===== src/rtl/pipe_pkg.sv =====
// pipe_pkg: shared FSM states and forward-select encodings for pipe_hazard_unit
package pipe_pkg;
  typedef enum logic [1:0] {RUN, MEM_WAIT, HALTED} state_e;
  localparam logic [1:0] FWD_RF  = 2'b00;
  localparam logic [1:0] FWD_WB  = 2'b01;
  localparam logic [1:0] FWD_MEM = 2'b10;
endpackage


===== src/rtl/hazard_match.sv =====
// hazard_match: one source/producer register-address compare, optional hardwired-zero register
module hazard_match #(
  parameter int REG_AW   = 4,
  parameter bit ZERO_REG = 1
) (
  input  logic [REG_AW-1:0] src,
  input  logic              src_used,
  input  logic [REG_AW-1:0] dst,
  input  logic              dst_we,
  output logic              hit
);
  assign hit = src_used && dst_we && src == dst && !(ZERO_REG && dst == '0);
endmodule


===== src/rtl/pipe_hazard_unit.sv =====
// pipe_hazard_unit: pipeline stall/flush/forward control with data-memory wait and halt.
// Define PIPE_HAZARD_FWD_EN for operand forwarding; otherwise EX/MEM producers interlock.
module pipe_hazard_unit import pipe_pkg::*; #(
  parameter int REG_AW   = 4,
  parameter int CNT_W    = 16,
  parameter bit ZERO_REG = 1
) (
  input  logic              clk,
  input  logic              rst_n,
  input  logic [REG_AW-1:0] id_rs,
  input  logic [REG_AW-1:0] id_rt,
  input  logic              id_rs_used,
  input  logic              id_rt_used,
  input  logic [REG_AW-1:0] ex_rd,
  input  logic              ex_regwrite,
  input  logic              ex_memread,
  input  logic [REG_AW-1:0] mem_rd,
  input  logic              mem_regwrite,
  input  logic              mem_memop,
  input  logic [REG_AW-1:0] wb_rd,
  input  logic              wb_regwrite,
  input  logic              branch_taken,
  input  logic              halt_in,
  input  logic              dm_ack,
  output logic              pc_wr,
  output logic              if_id_wr,
  output logic              id_ex_wr,
  output logic              ex_mem_wr,
  output logic              mem_wb_wr,
  output logic              if_id_clr,
  output logic              id_ex_clr,
  output logic              ex_mem_clr,
  output logic              mem_wb_clr,
  output logic [1:0]        fwd_a,
  output logic [1:0]        fwd_b,
  output logic              dm_req,
  output logic              halted,
  output logic [CNT_W-1:0]  stall_cnt
);
  state_e state_q, state_d;
  logic branch_q, branch_d;
  logic [CNT_W-1:0] stall_cnt_q, stall_cnt_d;
  logic [1:0][REG_AW-1:0] src;
  logic [2:0][REG_AW-1:0] dst;
  logic [1:0] src_used;
  logic [2:0] dst_we;
  logic [1:0][2:0] hit;
  logic hz, wait_c, flush, stall, adv;
  logic [1:0] fa, fb;

  assign src      = {id_rt, id_rs};
  assign src_used = {id_rt_used, id_rs_used};
  assign dst      = {wb_rd, mem_rd, ex_rd};
  assign dst_we   = {wb_regwrite, mem_regwrite, ex_regwrite};

  // hit[s][p]: s = rs/rt, p = EX, MEM, WB producer
  for (genvar s = 0; s < 2; s++) begin : g_s
    for (genvar p = 0; p < 3; p++) begin : g_p
      hazard_match #(.REG_AW(REG_AW), .ZERO_REG(ZERO_REG)) u_match (
        .src(src[s]), .src_used(src_used[s]), .dst(dst[p]), .dst_we(dst_we[p]), .hit(hit[s][p])
      );
    end
  end

`ifdef PIPE_HAZARD_FWD_EN
  assign hz = ex_memread && (hit[0][0] || hit[1][0]);
  assign fa = hit[0][1] ? FWD_MEM : hit[0][2] ? FWD_WB : FWD_RF;
  assign fb = hit[1][1] ? FWD_MEM : hit[1][2] ? FWD_WB : FWD_RF;
`else
  // register file writes through, so a WB producer needs neither stall nor forward
  logic unused_wb;
  assign unused_wb = ex_memread ^ hit[0][2] ^ hit[1][2];
  assign hz = hit[0][0] || hit[1][0] || hit[0][1] || hit[1][1];
  assign fa = FWD_RF;
  assign fb = FWD_RF;
`endif

  always_comb begin
    wait_c = state_q == MEM_WAIT ? !dm_ack : state_q == RUN && mem_memop && !dm_ack;
    adv = state_q != HALTED && !wait_c;
    flush = adv && (branch_taken || branch_q);
    stall = state_q == RUN && !wait_c && !flush && hz;
    state_d = halt_in || state_q == HALTED ? HALTED : wait_c ? MEM_WAIT : RUN;
    branch_d = wait_c && (branch_q || branch_taken);
    stall_cnt_d = (wait_c || stall) && stall_cnt_q != '1 ? stall_cnt_q + CNT_W'(1) : stall_cnt_q;
    pc_wr = !rst_n || (adv && !stall);
    if_id_wr = pc_wr;
    id_ex_wr = !rst_n || adv;
    ex_mem_wr = id_ex_wr;
    mem_wb_wr = id_ex_wr;
    if_id_clr = rst_n && flush;
    id_ex_clr = rst_n && (flush || stall);
    ex_mem_clr = if_id_clr;
    mem_wb_clr = 1'b0;
    dm_req = rst_n && (state_q == MEM_WAIT || (state_q == RUN && mem_memop));
    halted = state_q == HALTED;
    fwd_a = rst_n ? fa : FWD_RF;
    fwd_b = rst_n ? fb : FWD_RF;
  end

  always_ff @(posedge clk or negedge rst_n)
    if (!rst_n) begin
      state_q <= RUN;
      branch_q <= 1'b0;
      stall_cnt_q <= '0;
    end else begin
      state_q <= state_d;
      branch_q <= branch_d;
      stall_cnt_q <= stall_cnt_d;
    end

  assign stall_cnt = stall_cnt_q;
endmodule


===== config.mk =====
export PLATFORM = sky130hd
export DESIGN_NAME = pipe_hazard_unit
export DESIGN_NICKNAME = d
export VERILOG_FILES = /design/src/rtl/pipe_pkg.sv /design/src/rtl/hazard_match.sv /design/src/rtl/pipe_hazard_unit.sv
export SDC_FILE = /design/constraint.sdc
export NUM_CORES = 1
export LEC_CHECK = 0
export CAP_MARGIN = 20
export CORE_MARGIN = 2
export CORE_UTILIZATION = 40
export DETAILED_ROUTE_END_ITERATION = 16
export GPL_TIMING_DRIVEN = 0
export PLACE_DENSITY = 0.79
export SLEW_MARGIN = 20
export SYNTH_ARGS = -nofsm -noshare
export SYNTH_HDL_FRONTEND = slang
export SYNTH_SLANG_ARGS = --single-unit

===== constraint.sdc =====
create_clock -name clk -period 4.4 [get_ports clk]
set_input_delay 0.66 -clock clk [delete_from_list [all_inputs] [get_ports clk]]
set_output_delay 0.66 -clock clk [all_outputs]
set_load 0.01 [all_outputs]

# Word level (Yosys, flattened, before mapping)
# Index checks and enable logic that the tools add are counted.
dict set report op_classes {
  add_sub_neg 1
  mul 0
  n_div 0
  order_cmp 0
  n_eq_ne 8
  shifts 0
  n_mux 3
  n_bitwise 0
  n_reduce_logical 45
}
# cell n
set ops {}
lappend ops {{$logic_and 1x1->1} 25}
lappend ops {{$add 16x1->16 const B} 1}
lappend ops {{$eq 4x4->1} 4}
lappend ops {{$ne 16x16->1 const B} 1}
lappend ops {{$logic_or 1x1->1} 10}
lappend ops {{$logic_not 4->1} 2}
lappend ops {{$logic_not 1->1} 7}
lappend ops {{$eq 2x1->1 const B} 1}
lappend ops {{$eq 2x2->1 const B} 1}
lappend ops {{$logic_not 2->1} 1}
lappend ops {{$mux 1} 2}
lappend ops {{$mux 2} 1}
lappend ops {{$ne 2x2->1 const B} 1}
dict set report totals {
  reg_bits 19
  latchBits 0
  ramBits 0
  rom_bits 0
  inputBits 32
  output_inout_bits 31
  wordCells 60
  memories 0
}

# Depth between registers and ports, before layout
# Gate-level depths: netlist of the first run.
dict set report logic_depth {
  depth_word 13
  depth_mapped 8
  ltp_nobuf 7
}

# Hierarchy
# Synthesis of the first run repeated with hierarchy kept, for this count alone.
dict set report unflattened {
  cells_unflattened 136
  hier_area_um2 1373.8
}
# module n_inst cells_per_inst area_per_inst_um2 seq_area_each_um2
set by_module_without_submodules {}
lappend by_module_without_submodules {pipe_hazard_unit 1 104 1118.6 475.5}
lappend by_module_without_submodules {hazard_match 4 8 63.8 0.0}

# Worst setup path before layout of the first run
# Ideal clock, no wire load.
dict set report synth_path {
  kind {input to output}
  startpoint {input port mem_rd[0]}
  endpoint {output port pc_wr}
  t_arrival_ns 2.320
  required_time_ns 3.740
  slack_ns 1.420
  path_stages 8
  n_path_buf 2
  path_cell_list {o41a_1 > nand3_2 > nor4_2 > o41ai_4 > buf_6 > nand3_1 > nand2_1 > buf_4}
}
dict set report synth_between {
  elab_chain_len 9
  elab_cells_between_ends 14
  cone_classes {eq/ne: 2; reduce/logical: 12}
}
# element line_no
set synth_rtl {}
lappend synth_rtl {{start: declaration} pipe_hazard_unit.sv:17} ;# input logic [REG_AW-1:0] mem_rd,
lappend synth_rtl {{$eq 4x4->1 / $logic_not 4->1 (equally long branches)} hazard_match.sv:12} ;# assign hit = src_used && dst_we && src == dst && !(ZERO_REG && dst == '0);
lappend synth_rtl {{$logic_and 1x1->1 / $logic_not 1->1 (equally long branches)} hazard_match.sv:12}
lappend synth_rtl {{$logic_and 1x1->1} hazard_match.sv:12}
lappend synth_rtl {{$logic_or 1x1->1} pipe_hazard_unit.sv:73} ;# assign hz = hit[0][0] || hit[1][0] || hit[0][1] || hit[1][1];
lappend synth_rtl {{$logic_or 1x1->1 (*)} pipe_hazard_unit.sv:73}
lappend synth_rtl {{$logic_and 1x1->1 (*)} pipe_hazard_unit.sv:82} ;# stall = state_q == RUN && !wait_c && !flush && hz;
lappend synth_rtl {{$logic_not 1->1 (*)} pipe_hazard_unit.sv:86} ;# pc_wr = !rst_n || (adv && !stall);
lappend synth_rtl {{$logic_and 1x1->1 (*)} pipe_hazard_unit.sv:86}
lappend synth_rtl {{$logic_or 1x1->1 (*)} pipe_hazard_unit.sv:86}
lappend synth_rtl {{end: declaration} pipe_hazard_unit.sv:25} ;# output logic pc_wr,
# Mark *: on every way between the ends. The rest lies on a longest branch, timed or not.

# Final worst setup path of the first run
dict set report layout_path {
  startpoint {input port ex_rd[0]}
  endpoint {output port pc_wr}
}
dict set report layout_between {
  elab_chain_len 10
  elab_cells_between_ends 15
  cone_classes {eq/ne: 2; reduce/logical: 13}
}
# element line_no
set layout_rtl {}
lappend layout_rtl {{start: declaration} pipe_hazard_unit.sv:14} ;# input logic [REG_AW-1:0] ex_rd,
lappend layout_rtl {{$eq 4x4->1 / $logic_not 4->1 (equally long branches)} hazard_match.sv:12}
lappend layout_rtl {{$logic_and 1x1->1 / $logic_not 1->1 (equally long branches)} hazard_match.sv:12}
lappend layout_rtl {{$logic_and 1x1->1} hazard_match.sv:12}
lappend layout_rtl {{$logic_or 1x1->1 (*) (3 in series)} pipe_hazard_unit.sv:73}
lappend layout_rtl {{$logic_and 1x1->1 (*)} pipe_hazard_unit.sv:82}
lappend layout_rtl {{$logic_not 1->1 (*)} pipe_hazard_unit.sv:86}
lappend layout_rtl {{$logic_and 1x1->1 (*)} pipe_hazard_unit.sv:86}
lappend layout_rtl {{$logic_or 1x1->1 (*)} pipe_hazard_unit.sv:86}
# Marked as above.

==> out/metrics.csv, run 1 <==
metric,value,unit
outcome,completed,
largest stage delay on the critical path,0.63,ns
CP Capture Type,output port,
final hold violations,0,
Logic pwr share,24.1,%
most numerous cell in the Yosys netlist,xor2_1,
NetSw,102,µW
Worst VDD drop,0.195,mV
Pre-Repair DR Iteration Count,4,
Routed Antenna Nets,0,
Post-Syn Instances,137,
Leak,0.000810,µW
Post-Route WL,3290,µm
clock period minus worst slack,4.13,ns
# hold bufs at CTS,0,
Commonest cells post-synth,"xor2_1, dfrtp_1, nand2_1",
effective utilization at floorplan,43.0,%
1st-iter DRT viols,35,
yosys warns,0,
r2r startpoint,stall_cnt[0]$_DFFE_PN0P_,
CTS tree,built,
capturing point of the worst reg2reg path,stall_cnt[15]$_DFFE_PN0P_,
synthesized area per cell,9.74,µm²
CP startpoint,ex_rd[0],
Port Buffers,51,
Global Route met1 Usage,21.9,%
Final HPWL DP,2550,µm
area of the multi-input gates,769,µm²
area grow syn2layout,45.2,%
Slew HR,58.6,%
Syn Std Cell Area,0.00133,mm²
Switching Fraction,27.5,%
fin area,0.00194,mm²
crit path max fanout,10,
maximum root-to-sink buffer count,2,
initial antenna violation count,0,
RePlAce Congestion,0.789,
share of the synthesized area in the top cell type,35.6,%
vias in the first global route,1236,
met3 global-route usage,2.90,%
"Cell Count, Final, Fillers Out",240,
sequential power share,51.4,%
Crit Path Class,in2out,
H-tree lvl count,1,
worst slew pin tran,0.619,ns
Nets,230,
placed cell areas,0.00191,mm²
Die W,61.7,µm
final core utilization,62.4,%
residual DRC count,0,
path depth of the worst reg2reg path,8,
Die Ht,61.7,µm
Post-CTS Resized,0,
clock skew,0.0102,ns
gr usage total,18.2,%
r2r setup slk,2.16,ns
number of I/O pins,63,
Seq. cell area,475,µm²
fin crit share,93.8,%
Setup crit end,pc_wr,
"FFs w/ async S/R, synth",100,%
total gr overflow,0,
Max Slew Vio Count,0,
Via density,5.15,
"top cells by area, synth","dfrtp_1, xor2_1, a211oi_1",
"Distinct cells, synth",39,
clock power share,24.4,%
via count of the routed design,1237,
Setup crit start kind,primary input,
Fmax,0.242,GHz
DP Worst Slack,0.248,ns
row count,20,
die area,0.00381,mm²
final setup margin,0.273,ns
max_cap viols,0,
placed insts,236,
CTS Sinks,19,
first-pass GRT wire length,5270,µm
ys flop type,dfrtp_1,
met2 usage,33.8,%
Top Usage Layer GRT,met2,
worst-path cell chain,clkdlybuf4s50_1 > o41a_1 > nand3_1 > nor4_1 > o41ai_4 > buf_6 > nand3_1 > nand2_1 > buf_4 > clkdlybuf4s50_1,
leading area contributor after synthesis,dfrtp_1,
hold crit path type,in2async,
share of cells above drive strength 1,12.8,%
Filler Cell Count,301,
Post-CTS Setup Inserts,0,
number of synthesized flops with an enable pin,0,
Synth Register Bits,19,
setup_tns,0,ns
register area share after synthesis,35.6,%
worst path arrival time,3.47,ns
Antenna Cells,0,
RSZ-0062 raised after global routing,false,
Root Buffer,clkbuf_4,
cts bufs inserted,3,
clk_lat worst skew,0.31,ns
DR WL/cell,13.7,µm
P per Cell Area,192,mW/mm²
Final Setup Violations,0,
largest net degree at the start of global routing,25,
clk slew on worst S/H paths,0.12,ns
Pint,269,µW
Critical-path top delay cell,o41ai_4,
CP Data Required Time,3.74,ns
Core ar.,0.00310,mm²
-- sequential cells by signal (all words and copies together) (netlist names) --
register / count
state_q: 2
branch_q: 1
stall_cnt: 16
-- kinds of logic after synthesis --
kind of cell	Yosys count	share of synthesized area [%]
other	1	0.281
AOI/OAI and AO/OA	24	16.7
muxes	2	1.88
adders and majority gates	1	0.938
buffers and inverters	16	7.79
xor gates and xnor gates	27	17.7
and+or+nand+nor	47	19.0
DFF	19	35.6
-- placed cells by master, fill, tap and decap left out, drive strengths merged, types with 3 or more instances in the layout --
master         count
dfrtp             19
a211oi            10
nand3             10
buf               13
clkdlybuf4s50     50
and3               4
xnor2              6
inv                3
xor2              21
nor4               5
conb               5
a21boi             3
nor2               7
clkbuf             4
nand2             11
nand2b             3
-- cell type report --
| cell class | instances | area share [%] |
|---|---|---|
| multi-input cells | 106 | 39.7 |
| plain buffers | 13 | 4.78 |
| well taps | 44 | 2.84 |
| inverters | 3 | 0.581 |
| clock buffers | 3 | 1.16 |
| flip-flops and latches | 19 | 24.5 |
| clock inverters | 1 | 0.258 |
| repair buffers | 51 | 26.1 |
-- critical path: cells and delay by family --
kind	cells	cell delay (ns)
compound gates	2	1.10
simple gates	4	0.34
buf+inv	4	1.35
-- metal layers --
metal  share of wire [%]  up-vias
met5                   0        -
met1                  43      592
li1                    -      594
met3                 7.4        4
met2                  48       47
met4                0.94        0
-- worst min-delay path by stage --
stage / start / endpoint / cells past startpoint
floorplan: rst_n / branch_q$_DFF_PN0_ / 0
global placement: stall_cnt[15]$_DFFE_PN0P_ / stall_cnt[15]$_DFFE_PN0P_ / 1
detailed placement: stall_cnt[15]$_DFFE_PN0P_ / stall_cnt[15]$_DFFE_PN0P_ / 1
CTS: stall_cnt[15]$_DFFE_PN0P_ / stall_cnt[15]$_DFFE_PN0P_ / 1
global route: rst_n / stall_cnt[14]$_DFFE_PN0P_ / 1
finish: rst_n / stall_cnt[14]$_DFFE_PN0P_ / 1
-- power by group through the flow --
stage	logic (µW)	registers [µW]	clock network (µW)
4_1_cts	90.9	191	92.9
3_5_place_dp	90.0	194	0
5_1_grt	96.7	192	101
2_1_floorplan	30.3	196	0
3_3_place_gp	88.5	194	0
6_report	89.6	191	90.7
-- metrics by stage --
step                power (µW)  hold slack, ns
floorplan                  227           0.364
global placement           282           0.473
detailed placement         284           0.477
CTS                        375           0.498
global route               389           0.324
finish                     371           0.291
Power figures use the tool's default switching activity.
==> run 2, diff against run 1 <==
CORE_ASPECT_RATIO = 1.5   (was not set)
clock period = 4.86 ns   (was 4.4 ns; I/O delays follow)
==> run 2 against run 1 <==
Wire length rose by 11%. Flip-flop and latch count is the same. Clock-buffer cell count unchanged. Clock skew decreased by 0.0086 ns. Non-clock buffer count did not move. Sequential share of layout area shrank 0.17 points. Global-route usage rose by 2.8 points. Final area is 0.71% higher. Critical path type unchanged. Critical endpoint unchanged.
==> out/metrics.csv, run 2 (synthesis results as in run 1) <==
metric,value,unit
H-tree lvl count,1,
Post-CTS Setup Inserts,0,
final hold violations,0,
setup_tns,0,ns
sequential power share,47.2,%
hold crit path type,in2async,
Slew HR,56.9,%
final core utilization,61.7,%
via count of the routed design,1226,
CTS Sinks,19,
"commonest cells after routing, fill and taps aside","clkdlybuf4s50_1, xor2_1, dfrtp_1, nand2_1",
gr usage total,21.0,%
Setup crit start kind,primary input,
total gr overflow,0,
residual DRC count,0,
Root Buffer,clkbuf_8,
crit path max fanout,10,
RSZ-0062 raised after global routing,false,
Switching Fraction,26.3,%
clock skew,0.00163,ns
outcome,completed,
Final Setup Violations,0,
Routed Antenna Nets,0,
Nets,230,
Worst VDD drop,0.194,mV
CTS tree,built,
clk_lat worst skew,0.26,ns
family with the most delay on the worst path,buffers and inverters,
Final HPWL DP,2820,µm
Worst path depth,10,
met2 WL,1950,µm
number of I/O pins,63,
DR WL/cell,15.5,µm
r2r startpoint,stall_cnt[0]$_DFFE_PN0P_,
worst-path cell chain,clkdlybuf4s50_1 > o41a_1 > nand3_1 > nor4_1 > o41ai_4 > buf_6 > nand3_1 > nand2_1 > buf_4 > clkdlybuf4s50_1,
DRT met1 WL,1440,µm
P per Cell Area,188,mW/mm²
"commonest non-fill, non-tap cell in the layout",clkdlybuf4s50_1,
Highest Signal Layer,met4,
largest net degree at the start of global routing,25,
RePlAce Congestion,0.756,
effective utilization at floorplan,42.2,%
initial antenna violation count,0,
Max Slew Vio Count,0,
Met3 Wirelength,183,µm
vias in the first global route,1297,
Core ar.,0.00316,mm²
capturing point of the worst reg2reg path,stall_cnt[15]$_DFFE_PN0P_,
clock period minus worst slack,4.31,ns
Pre-Repair DR Iteration Count,4,
NetSw,96.1,µW
cts bufs inserted,3,
1st-iter DRT viols,30,
Buf/Inv on CP,4,
Via density,5.19,
CP Data Required Time,4.13,ns
share of cells above drive strength 1,12.8,%
r2r setup slk,2.58,ns
area of the multi-input gates,769,µm²
Die Ht,74.7,µm
max reg flops,16,
Die W,51.2,µm
die area,0.00382,mm²
Logic pwr share,22.4,%
worst slew pin tran,0.644,ns
Antenna Cells,0,
Filler Cell Count,268,
maximum root-to-sink buffer count,2,
path depth of the worst reg2reg path,8,
# hold bufs at CTS,0,
Fmax,0.232,GHz
CP Capture Type,output port,
row count,25,
largest stage delay on the critical path,0.66,ns
clk slew on worst S/H paths,0.07,ns
Post-CTS Resized,0,
Post-Route WL,3650,µm
max_cap viols,0,
Critical-path top delay cell,o41ai_4,
area grow syn2layout,46.2,%
clock power share,30.3,%
worst path arrival time,3.58,ns
Pint,270,µW
fin crit share,88.7,%
Seq. cell area,475,µm²
Leak,0.000818,µW
Port Buffers,51,
first-pass GRT wire length,6010,µm
Crit Path Class,in2out,
==> run 2: cell types whose count changed in the layout (fill, tap and decap cells not counted) <==
| cell | change |
|---|---|
| clkbuf_4 | -3 |
| clkbuf_8 | +3 |
==> run 2: worst register-to-register path: cells and delay by family (launching register included) <==
| family | cells | cell delay (ns) |
|---|---|---|
| AO/OA/AOI/OAI | 1 | 0.31 |
| adder cells (fa/ha/maj) | 1 | 0.24 |
| XOR/XNOR | 1 | 0.17 |
| buffers and inverters | 1 | 0.19 |
| AND/OR/NAND/NOR | 4 | 0.88 |
| flip-flops | 1 | 0.42 |
==> run 2: worst max-delay path by stage <==
stage | endpoint | slack [ns] | start
after floorplan | pc_wr | 1.74 | mem_rd[0]
after global placement | pc_wr | 0.58 | ex_rd[0]
after detailed placement | pc_wr | 0.52 | ex_rd[0]
after CTS | pc_wr | 0.51 | ex_rd[0]
after global routing | pc_wr | 0.38 | ex_rd[0]
final | pc_wr | 0.55 | ex_rd[0]
==> run 2: power groups by stage <==
| stage | combinational, µW | clock [µW] | sequential (µW) |
|---|---|---|---|
| finish | 82.2 | 111 | 173 |
| floorplan | 27.5 | 0 | 178 |
| global route | 88.7 | 117 | 174 |
| CTS | 83.2 | 113 | 173 |
| global placement | 80.9 | 0 | 175 |
| detailed placement | 82.3 | 0 | 176 |
==> run 2: cell type report <==
class                           count  area share (%)
Clock buffer                        3            2.12
Tap cell                           40            2.57
Clock inverter                      1           0.257
Inverter                            3           0.577
Sequential cell                    19            24.4
Multi-Input combinational cell    106            39.4
Buffer                             13            4.75
Timing Repair Buffer               51            25.9
==> run 2: metal layers <==
metal  up-vias  global-route usage (%)
li1        590                       -
met1       584                    23.4
met2        45                    40.0
met3         7                    2.78
met4         0                    8.11
met5         -                       0
==> run 2: per-stage QoR <==
stage | instances | hold WS, ns | worst slack (ns) | total power (µW) | instance area, µm²
floorplan | 141 | 0.433 | 1.74 | 205 | 1350
global placement | 232 | 0.472 | 0.579 | 256 | 1910
detailed placement | 232 | 0.473 | 0.519 | 258 | 1910
CTS | 236 | 0.487 | 0.514 | 369 | 1960
global route | 236 | 0.467 | 0.380 | 380 | 1950
finish | 236 | 0.426 | 0.548 | 366 | 1950
==> run 3, diff against run 2 <==
CORE_MARGIN = not set   (was 2)
==> run 3 against run 2 <==
Wire length is 2.4% lower. Cell count stayed put. Die area is 6.5% lower. Largest cell class unchanged. Combinational power hardly changed. First-iteration DRC count is 43% higher. Sequential power hardly changed. Global-route usage is 0.27 points lower.
==> out/metrics.csv, run 3 (synthesis results as in run 1) <==
metric,value,unit
Filler Cell Count,269,
clk slew on worst S/H paths,0.07,ns
max reg flops,16,
clock skew,0.00350,ns
Port Buffers,51,
Final Setup Violations,0,
worst path arrival time,3.55,ns
Root Buffer,clkbuf_8,
Core ar.,0.00316,mm²
H-tree lvl count,1,
final hold slack,0.432,ns
worst slew pin tran,0.650,ns
maximum root-to-sink buffer count,2,
max_cap viols,0,
via count of the routed design,1222,
final core utilization,61.7,%
Setup crit start kind,primary input,
number of I/O pins,63,
Worst VDD drop,0.145,mV
CTS Sinks,19,
row count,25,
DR WL/cell,15.1,µm
DRT met1 WL,1430,µm
"commonest cells after routing, fill and taps aside","clkdlybuf4s50_1, xor2_1, dfrtp_1, nand2_1",
fin crit share,88.0,%
crit path max fanout,10,
Die Ht,72.7,µm
outcome,completed,
Routed Antenna Nets,0,
Leak,0.000815,µW
Slew HR,56.5,%
"commonest non-fill, non-tap cell in the layout",clkdlybuf4s50_1,
Nets,230,
Post-CTS Setup Inserts,0,
1st-iter DRT viols,43,
family with the most delay on the worst path,buffers and inverters,
setup_tns,0,ns
Fmax,0.234,GHz
Die W,49.2,µm
first-pass GRT wire length,5640,µm
residual DRC count,0,
total gr overflow,0,
CP Data Required Time,4.13,ns
largest stage delay on the critical path,0.67,ns
final hold violations,0,
hold crit path type,in2async,
worst-path cell chain,clkdlybuf4s50_1 > o41a_1 > nand3_2 > nor4_2 > o41ai_4 > buf_6 > nand3_1 > nand2_1 > buf_4 > clkdlybuf4s50_1,
Highest Signal Layer,met4,
Antenna Cells,0,
cts bufs inserted,3,
Crit Path Class,in2out,
vias in the first global route,1284,
Critical-path top delay cell,o41ai_4,
largest net degree at the start of global routing,25,
effective utilization at floorplan,42.2,%
Post-Route WL,3560,µm
gr usage total,20.7,%
Final HPWL DP,2730,µm
most frequent cell on the critical path,clkdlybuf4s50_1,
area grow syn2layout,46.2,%
# hold bufs at CTS,0,
met2 WL,1940,µm
P per Cell Area,187,mW/mm²
Buf/Inv on CP,4,
CTS tree,built,
Post-CTS Resized,0,
clock period minus worst slack,4.28,ns
die area,0.00357,mm²
CP Capture Type,output port,
Met3 Wirelength,149,µm
Max Slew Vio Count,0,
clk_lat worst skew,0.26,ns
share of cells above drive strength 1,12.2,%
Via density,5.18,
RePlAce Congestion,0.849,
initial antenna violation count,0,
RSZ-0062 raised after global routing,false,
Pre-Repair DR Iteration Count,4,
==> run 3: cell count changes in the layout (fill, tap and decap cells not counted), sizes merged <==
cell    change
clkbuf      +1
clkinv      -1
==> run 3: power by group <==
group | leakage [µW] | internal [µW] | total, µW | switching [µW]
Combinational | 0.000553 | 48.1 | 81.9 | 33.8
Sequential | 0.000240 | 165 | 173 | 8.12
Clock | 0.0000228 | 58.3 | 110 | 51.9
==> run 3: layer usage <==
metal,global-route usage [%],vias up
met1,21.4,584
met3,1.88,6
met5,0,-
met2,42.3,42
met4,6.86,0
li1,-,590
==> run 3: cell type report <==
cell class | instances | area (µm²) | share of cell area, %
clock buffers | 4 | 45.0 | 2.31
well taps | 40 | 50.0 | 2.57
plain buffers | 13 | 92.6 | 4.75
inverters | 3 | 11.3 | 0.578
flip-flops and latches | 19 | 475 | 24.4
multi-input cells | 106 | 769 | 39.5
repair buffers | 51 | 505 | 25.9
==> run 3: worst paths after layout <==
path,from,endpoint,slack [ns],depth (start not counted)
setup / recovery,mem_rd[0],pc_wr,0.58,10
hold / removal,rst_n,stall_cnt[15]$_DFFE_PN0P_,0.43,1
setup reg to reg,stall_cnt[0]$_DFFE_PN0P_,stall_cnt[15]$_DFFE_PN0P_,2.62,8
hold reg to reg,stall_cnt[15]$_DFFE_PN0P_,stall_cnt[15]$_DFFE_PN0P_,0.48,1
max in group asynchronous,rst_n,state_q[0]$_DFF_PN0_,4.09,1
min in group clk,stall_cnt[15]$_DFFE_PN0P_,stall_cnt[15]$_DFFE_PN0P_,0.48,1
==> run 3: worst reg2reg max path, cell delays in order (launching register included) <==
cell and delay, ns:
dfrtp_1 0.42, ha_1 0.23, and3_1 0.21, and3_1 0.23
and4_1 0.18, buf_2 0.18, nand2b_1 0.24, a211oi_1 0.29
xor2_1 0.19
==> run 3: per-stage QoR <==
step | area, µm² | setup WS [ns] | instances | power (µW)
floorplan | 1350 | 1.74 | 141 | 205
global placement | 1910 | 0.587 | 232 | 256
detailed placement | 1910 | 0.554 | 232 | 258
CTS | 1950 | 0.531 | 236 | 368
global route | 1950 | 0.431 | 236 | 379
finish | 1950 | 0.582 | 236 | 365
